$ cat src/rtl/dmem_responder.sv
// rtl/dmem_responder.sv - data-side memory responder: word RAM plus MMIO console TX FIFO and timer
// Optional timer: define DMEM_TIMER_EN to build mtime/mtimecmp and timer_irq.
module dmem_responder #(
  parameter int          RAM_WORDS  = 64,
  parameter int          FIFO_DEPTH = 4,
  parameter logic [31:0] MMIO_BASE  = 32'h8000_0000
) (
  input  logic        clk,
  input  logic        reset,
  input  logic        MemWrite,
  input  logic [31:0] Addr,
  input  logic [31:0] WriteData,
  output logic [31:0] ReadData,
  output logic [7:0]  tx_data,
  output logic        tx_valid,
  input  logic        tx_ready,
  output logic        timer_irq
);

  localparam int          AW        = $clog2(RAM_WORDS);
  localparam int          PW        = $clog2(FIFO_DEPTH);
  localparam int          CW        = PW + 1;
  localparam logic [31:0] RAM_BYTES = 32'(RAM_WORDS * 4);

  // Address decode
  logic          ram_hit;
  logic          mmio_hit;
  logic [1:0]    mmio_off;
  logic [AW-1:0] ram_idx;

  assign ram_hit  = (Addr < RAM_BYTES);
  assign mmio_hit = (Addr[31:4] == MMIO_BASE[31:4]);
  assign mmio_off = Addr[3:2];
  assign ram_idx  = Addr[AW+1:2];

  logic wr_txdata;
  logic wr_status;
  logic wr_mtimecmp;

  assign wr_txdata   = MemWrite & mmio_hit & (mmio_off == 2'd0);
  assign wr_status   = MemWrite & mmio_hit & (mmio_off == 2'd1);
  assign wr_mtimecmp = MemWrite & mmio_hit & (mmio_off == 2'd3);

  // Word RAM: no reset so contents survive a reset pulse
  logic [31:0] ram_q [RAM_WORDS];

  // RAM store commits on the clock edge; loads in the same cycle see the old word
  always_ff @(posedge clk) begin
    if (MemWrite && ram_hit) begin
      ram_q[ram_idx] <= WriteData;
    end
  end

  // Console TX FIFO
  logic [7:0]    fifo_q [FIFO_DEPTH];
  logic [PW-1:0] rd_ptr_q, rd_ptr_d;
  logic [PW-1:0] wr_ptr_q, wr_ptr_d;
  logic [CW-1:0] count_q, count_d;
  logic          ovf_q, ovf_d;
  logic          full;
  logic          empty;
  logic          pop;
  logic          push_ok;
  logic          push_drop;

  assign full      = (count_q == CW'(FIFO_DEPTH));
  assign empty     = (count_q == '0);
  assign tx_valid  = ~empty;
  assign tx_data   = fifo_q[rd_ptr_q];
  assign pop       = tx_valid & tx_ready;
  // A pop in the same cycle frees the slot the push needs, so full only drops without a pop
  assign push_ok   = wr_txdata & (~full | pop);
  assign push_drop = wr_txdata & full & ~pop;

  // FIFO next-state: pointers, occupancy and sticky overflow (set beats clear)
  always_comb begin
    rd_ptr_d = rd_ptr_q;
    wr_ptr_d = wr_ptr_q;
    count_d  = count_q;
    ovf_d    = ovf_q;
    if (pop) begin
      rd_ptr_d = rd_ptr_q + PW'(1);
    end
    if (push_ok) begin
      wr_ptr_d = wr_ptr_q + PW'(1);
    end
    if (push_ok && !pop) begin
      count_d = count_q + CW'(1);
    end else if (!push_ok && pop) begin
      count_d = count_q - CW'(1);
    end
    if (wr_status && WriteData[1]) begin
      ovf_d = 1'b0;
    end
    if (push_drop) begin
      ovf_d = 1'b1;
    end
  end

  // FIFO state registers; reset discards queued bytes
  always_ff @(posedge clk or posedge reset) begin
    if (reset) begin
      rd_ptr_q <= '0;
      wr_ptr_q <= '0;
      count_q  <= '0;
      ovf_q    <= 1'b0;
      for (int i = 0; i < FIFO_DEPTH; i++) begin
        fifo_q[i] <= '0;
      end
    end else begin
      rd_ptr_q <= rd_ptr_d;
      wr_ptr_q <= wr_ptr_d;
      count_q  <= count_d;
      ovf_q    <= ovf_d;
      if (push_ok) begin
        fifo_q[wr_ptr_q] <= WriteData[7:0];
      end
    end
  end

  // Timer
  logic [31:0] mtime_rd;
  logic [31:0] mtimecmp_rd;

`ifdef DMEM_TIMER_EN
  logic [31:0] mtime_q;
  logic [31:0] mtimecmp_q, mtimecmp_d;

  // Compare register takes a store to its offset, otherwise holds
  always_comb begin
    mtimecmp_d = mtimecmp_q;
    if (wr_mtimecmp) begin
      mtimecmp_d = WriteData;
    end
  end

  // Free-running counter and compare register
  always_ff @(posedge clk or posedge reset) begin
    if (reset) begin
      mtime_q    <= '0;
      mtimecmp_q <= 32'hFFFF_FFFF;
    end else begin
      mtime_q    <= mtime_q + 32'd1;
      mtimecmp_q <= mtimecmp_d;
    end
  end

  assign mtime_rd    = mtime_q;
  assign mtimecmp_rd = mtimecmp_q;
  assign timer_irq   = (mtime_q >= mtimecmp_q);
`else
  logic unused_timer;

  assign unused_timer = wr_mtimecmp;
  assign mtime_rd     = '0;
  assign mtimecmp_rd  = '0;
  assign timer_irq    = 1'b0;
`endif

  // Load data mux: RAM, MMIO page, or zero for unmapped addresses
  always_comb begin
    ReadData = '0;
    if (ram_hit) begin
      ReadData = ram_q[ram_idx];
    end else if (mmio_hit) begin
      case (mmio_off)
        2'd1: begin
          ReadData          = '0;
          ReadData[0]       = timer_irq;
          ReadData[1]       = ovf_q;
          ReadData[2]       = empty;
          ReadData[3]       = full;
          ReadData[4 +: CW] = count_q;
        end
        2'd2:    ReadData = mtime_rd;
        2'd3:    ReadData = mtimecmp_rd;
        default: ReadData = '0;
      endcase
    end
  end

endmodule

$ cat config.mk
export PLATFORM = sky130hd
export DESIGN_NAME = dmem_responder
export DESIGN_NICKNAME = d
export VERILOG_FILES = /design/src/rtl/dmem_responder.sv
export SDC_FILE = /design/constraint.sdc
export NUM_CORES = 2
export LEC_CHECK = 0
export ABC_AREA = 1
export CORE_ASPECT_RATIO = 1.5
export CORE_MARGIN = 2
export CORE_UTILIZATION = 49
export DETAILED_ROUTE_END_ITERATION = 12
export DONT_BUFFER_PORTS = 1
export PLACE_DENSITY = 0.7
export SYNTH_ARGS = -nofsm -noshare
export SYNTH_HDL_FRONTEND = slang
export SYNTH_SLANG_ARGS = --single-unit
$ cat constraint.sdc
create_clock -name clk -period 2 [get_ports clk]
set_input_delay 0.2 -clock clk [delete_from_list [all_inputs] [get_ports clk]]
set_output_delay 0.2 -clock clk [all_outputs]
set_load 0.1 [all_outputs]
Word level (Yosys, flattened, before mapping)

Memories as Yosys holds them, arrays and structs flattened.
Cells that the tools add are included.

Logic and storage cells: 59
Output and inout bits: 42
Bits of input ports: 68
Bits in writable memories: 2048
Memories kept: 1
Register bits after elaboration: 40

Magnitude comparators: 4
Equal/unequal tests: 3
Mux-type cells: 15
Bitwise gates (word level): 13
Add/sub/neg operators: 4
Reductions and logical operators: 11

Memory list:

| name  | words | width | rd ports | clocked after Yosys merged registers in | wr ports | line | RTL |
|---|---|---|---|---|---|---|---|
| ram_q | 64    | 32    | 1        | 0                                       | 1        | 45   | `logic [31:0] ram_q [RAM_WORDS];` |

Operators by type and width:

| cell                                                     | number |
|---|---|
| bitwise mux 32 bit                                       | 1 |
| < comparator 32 x 9 -> 1 bit, second input constant      | 1 |
| two-way mux 32 bit                                       | 1 |
| equality test 28 bit, second input constant              | 1 |
| two-way mux 8 bit                                        | 3 |
| binary-select mux 8 bit (select 2 bit)                   | 1 |
| demux 8 bit (select 2 bit)                               | 1 |
| two-way mux 7 bit                                        | 2 |
| bitwise AND 1 bit                                        | 7 |
| greater-or-equal comparator 3 bit, second input constant | 2 |
| two-way mux 3 bit                                        | 2 |
| NOT 2 -> 3 bit                                           | 2 |
| logical AND 1 bit                                        | 5 |
| adder 2 x 1 -> 2 bit, second input constant              | 2 |
| two-way mux 1 bit                                        | 4 |
| nonzero test 2 bit                                       | 2 |
| adder 3 x 1 -> 3 bit, second input constant              | 1 |
| equality test 3 bit, second input constant               | 1 |
| logical NOT 3 bit                                        | 1 |
| < comparator 3 x 1 -> 1 bit, second input constant       | 1 |
| NOT 1 bit                                                | 3 |
| subtractor 3 x 1 -> 3 bit, second input constant         | 1 |
| equality test 2 x 1 -> 1 bit, second input constant      | 1 |
| logical NOT 1 bit                                        | 2 |
| other kinds (2)                                          | 2 |

Depth between registers and ports, before layout

Word-level depth: 9
Mapped depth: 14
Depth with buffers taken out: 13

Worst setup path before layout

Ideal clock, no wire load.

Kind: input to register
Start point: input port Addr[3]
End point: memory ram_q[14][0] (enable)
Stages: 6
Slack: -1064 ps
Required time: 1579 ps
Buffers on the path: 4
Arrival time: 2643 ps
Setup time: 421 ps
Cell sequence: buf_4 buf_4 buf_2 clkbuf_1 nand4_1 nor2_1

Longest elaborated chain between the ends: 4

RTL lines:

| item                                    | line | RTL |
|---|---|---|
| start: declaration                      | 11   | `input logic [31:0] Addr,` |
| < comparator 32 x 9 -> 1 bit            | 31   | `assign ram_hit = (Addr < RAM_BYTES);` |
| logical AND 1 bit                       | 49   | `if (MemWrite && ram_hit) begin` |
| two-way mux 1 bit                       | 49   |  |
| two-way mux 1 bit (not written as such) | 50   | `ram_q[ram_idx] <= WriteData;` |
| end: declaration                        | 45   |  |

Several ways; a longest one is shown, not always the timed one.

Worst setup path after layout

Start point: input port Addr[2]
End point: output port ReadData[11]

Longest elaborated chain between the ends: 2
Elaborated cells on any way between the ends: 3
Those cells by class: 1 x order compare; 1 x mux; 1 x memory

RTL lines:

| item                                                                 | line | RTL |
|---|---|---|
| < comparator 32 x 9 -> 1 bit or memory (64 x 32 bit) (tied branches) | n/a  |  |
| two-way mux 32 bit (*)                                               | 163  | `if (ram_hit) begin` |
| end: declaration                                                     | 13   | `output logic [31:0] ReadData,` |

Every way passes the cells marked *; elsewhere a longest branch is shown, timed or not.

==> out/qor.yml <==
route:
  routed.top_layer: "met5"
  drc_errors: 0
  routed-wl-met2_mm: 127.1
  final_antenna_net_count: 0
  drt_pass1_iterations: 8
  drt_iter0_drc: 7748
  wl_per_cell_um: 27.68
  via_count: 56750
  routed-wl-met3_mm: 25.34
  drt-met1-wl_mm: 88.09
  avgViaCountPerCell: 6.082
  wirelength_mm: 258.3
die:
  initial_utilization_pct: 49.41
  die-height_um: 507.8
  die_area_sq_mm: 0.1726
  die-width_um: 339.9
  ios: 110
  core-area_sq_mm: 0.1678
  rows: 184
cts:
  cts_buffer_depth: 3
  cts_hold_buffers: 70
  clock_latency_ns: 0.82
  path_clk_slew_ns: 0.06
  cts_tree: "yes"
  htree_levels: 4
  numCtsBuffers: 180
  cts-root-buf: "clkbuf_16"
  clock_sinks: 2088
setup_path:
  critical_path.most_common_cell: "nand2_1"
  r2r_start: "count_q[0]$_DFFE_PP0P_"
  slowest_delay_ns: 0.34
  slowest_stage: "buf_4"
  crit_type: "input pin to primary output"
  worstPathCellList: "inv_8 > buf_4 > buf_4 > nand2_1 > nand3_2 > o2111ai_1 > nand3_2 > nand2_1 > nand2_1 > buf_12 > nand2_2 > nor2_4 > buf_12"
  cpLargestDelayFamily: "buffers and inverters"
  start_kind: "input pin"
  critPathCaptureType: "primary output"
  startpoint: "Addr[2]"
  crit_fanout: 551
  critPathBufInv: 5
  crit_required_ns: 1.80
  cp.arrival_ns: 2.52
sta:
  finClkSkew_ns: 0.004207
  slew_viol_final: 0
  clock.fmax_mhz: 367.5
  setup_viol: 41
  holdWs_ns: -0.02505
  worst_slew_pin_slew_ns: 0.7913
  max-slew-margin-rel_pct: 47.24
  rsz0062_at_grt: "yes"
  setup_ws_ns: -0.7213
  period_needed_ns: 2.721
  period_share_pct: 136.1
  hold_viol_final: 1
power:
  powerDensity_mw_per_mm2: 894.0
  p_leak_nw: 35.12
  ir_drop_mv: 0.7358
worst_hold_path:
  hold_class: "input pin to flop"
  hp-start: "Addr[5]"
synth:
  syn_nets: 6508
  synth-warning-count: 0
  synth_edf_count: 2048
  synthSimpleGateAreaFrac_pct: 15.84
  synthTopCellsByCount: "edfxtp_1 (2048), nand2_1 (1540), nand3_1 (669)"
  ys_ff_latch: 2088
  synth_fa_ha_area_share_pct: 0.09959
  ys_dominant_reg_cell: "edfxtp_1"
  synth_top_area_cell: "edfxtp_1"
  synth.most_common_cell: "edfxtp_1"
  seq_area_frac_synth_pct: 75.37
  synthTopCellsByArea: "edfxtp_1 (74%), nand2_1 (7.0%), nand3_1 (4.0%), nor2_1 (2.7%), o2111ai_1 (1.7%)"
  synth_cell_type_count: 45
  synth-xor-area-share_pct: 0.04225
  netlist.area_leader.share_pct: 74.16
  synthMuxAreaShare_pct: 0.01358
  synth_top_family_by_area: "simple AND/OR/NAND/NOR gates"
  async_reset_ff_share_pct: 1.916
  netlist_area_sq_mm: 0.08292
  synth_compound_area_share_pct: 5.577
  synth_cells: 6434
  synth.avg_cell_area_sq_um: 12.89
place:
  dp_cells: 8851
  portBuffers: 0
  pre_cts_ws_ns: -1.019
  place.gp.congestion: 0.8905
  hpwl_mm: 146.4
cells_and_area:
  final-instance-count-excl-fill: 9331
  drive_gt1_share_pct: 21.49
  area_delta_synth_final_pct: 22.44
  nets: 7023
  fillers: 12103
global_routing:
  grt_usage_pct: 28.85
  antenna_found_initial: 7
  grt_pass1_wl_mm: 365.3
  grt_max_degree: 552
  grt_pass1_vias: 54635
  overflow: 0
flow_run:
  maxCapViolations: 0
run_status:
  failed_checks: "hold timing, setup timing"
  status: "finished with violations"
==> layout by cell type, fill, tap and decap left out, types with 111 or more instances in the layout <==
master and n:
buf_12 225, buf_4 356, clkbuf_16 197, edfxtp_1 2048, inv_1 150, nand2_1 1412
nand3_1 610, nor2_1 471, nor2_4 115, o2111ai_1 130, o211ai_1 144, o21ai_0 122
or2_2 111
==> power by group <==
group	leakage (nW)	internal (mW)	total, mW	switching (mW)
sequential	18.9	48.0	48.1	0.0949
clock	2.74	18.5	34.4	15.9
combinational	13.5	3.05	8.21	5.16
total	35.1	69.6	90.8	21.2
==> final timing paths <==
kind / end / slack [ns] / cells past startpoint
max: ReadData[11] / -0.72 / 13
min: wr_ptr_q[0]$_DFFE_PP0P_ / -0.03 / 7
max reg2reg: count_q[1]$_DFFE_PP0P_ / -0.01 / 10
min reg2reg: fifo_q[25]$_DFFE_PP0P_ / 0.48 / 2
max in group asynchronous: rd_ptr_q[1]$_DFFE_PP0P_ / 1.12 / 4
min in group asynchronous: count_q[2]$_DFFE_PP0P_ / 0.50 / 4
==> worst min-delay path, cell delays in order <==
cell and delay [ns]:
nor2_4 0.04, nand3_2 0.08, nor2_4 0.06, nand4_4 0.09
buf_4 0.11, buf_4 0.09, xor2_1 0.06
==> through the flow <==
| stage | instance area, sq um | total power, mW | TNS (ns) | util [%] | hold slack, ns |
|---|---|---|---|---|---|
| floorplan | 83140 | 52.75 | -1397.53 | - | 0.2989 |
| global placement | 91450 | 54.74 | -676.11 | 54.49 | 0.2432 |
| detailed placement | 91450 | 54.84 | -671.43 | 54.49 | 0.2571 |
| CTS | 99820 | 90.13 | -28.75 | 59.48 | 0.06790 |
| global route | 101500 | 92.75 | -22.46 | 60.49 | -0.01966 |
| finish | 101500 | 90.77 | -20.79 | 60.50 | -0.02505 |
==> area by class of cell <==
type | instances | area [sq um] | share of cell area [%]
Antenna cell | 3 | 7.507 | 0.007394
Clock buffer | 227 | 4717 | 4.646
Clock inverter | 102 | 969.7 | 0.9551
Inverter | 169 | 695.7 | 0.6852
Multi-Input combinational cell | 3798 | 20410 | 20.10
Sequential cell | 2088 | 62500 | 61.56
Tap cell | 2232 | 2793 | 2.751
Timing Repair Buffer | 712 | 9437 | 9.294
==> layer usage <==
metal / GRT usage, % / vias up
li1: - / 24199
met1: 35.14 / 28051
met2: 48.70 / 3691
met3: 4.694 / 807
met4: 16.87 / 2
met5: 0 / -
==> logic make-up after synthesis <==
logic type	Yosys count
buf+inv	548
flops	2088
mux	1
compound gates	705
xor+xnor	4
fa+ha+maj	6
other cells	1
simple gates	3081
==> timing repair <==
action / in CTS / in global routing
buffers inserted: 6 / 66
hold endpoints to repair: 2128 / 1
endpoints found under the setup margin: 42 / 77
pin swaps: 208 / 162
gates resized for setup: 417 / 224
cloned: 0 / 18
==> flip-flops by register name (all words and copies together) (netlist names) <==
signal and flops:
count_q 3, ram_q 2048, wr_ptr_q 2, ovf_q 1, rd_ptr_q 2, fifo_q 32
No activity file was read; power rests on OpenSTA's default activity.
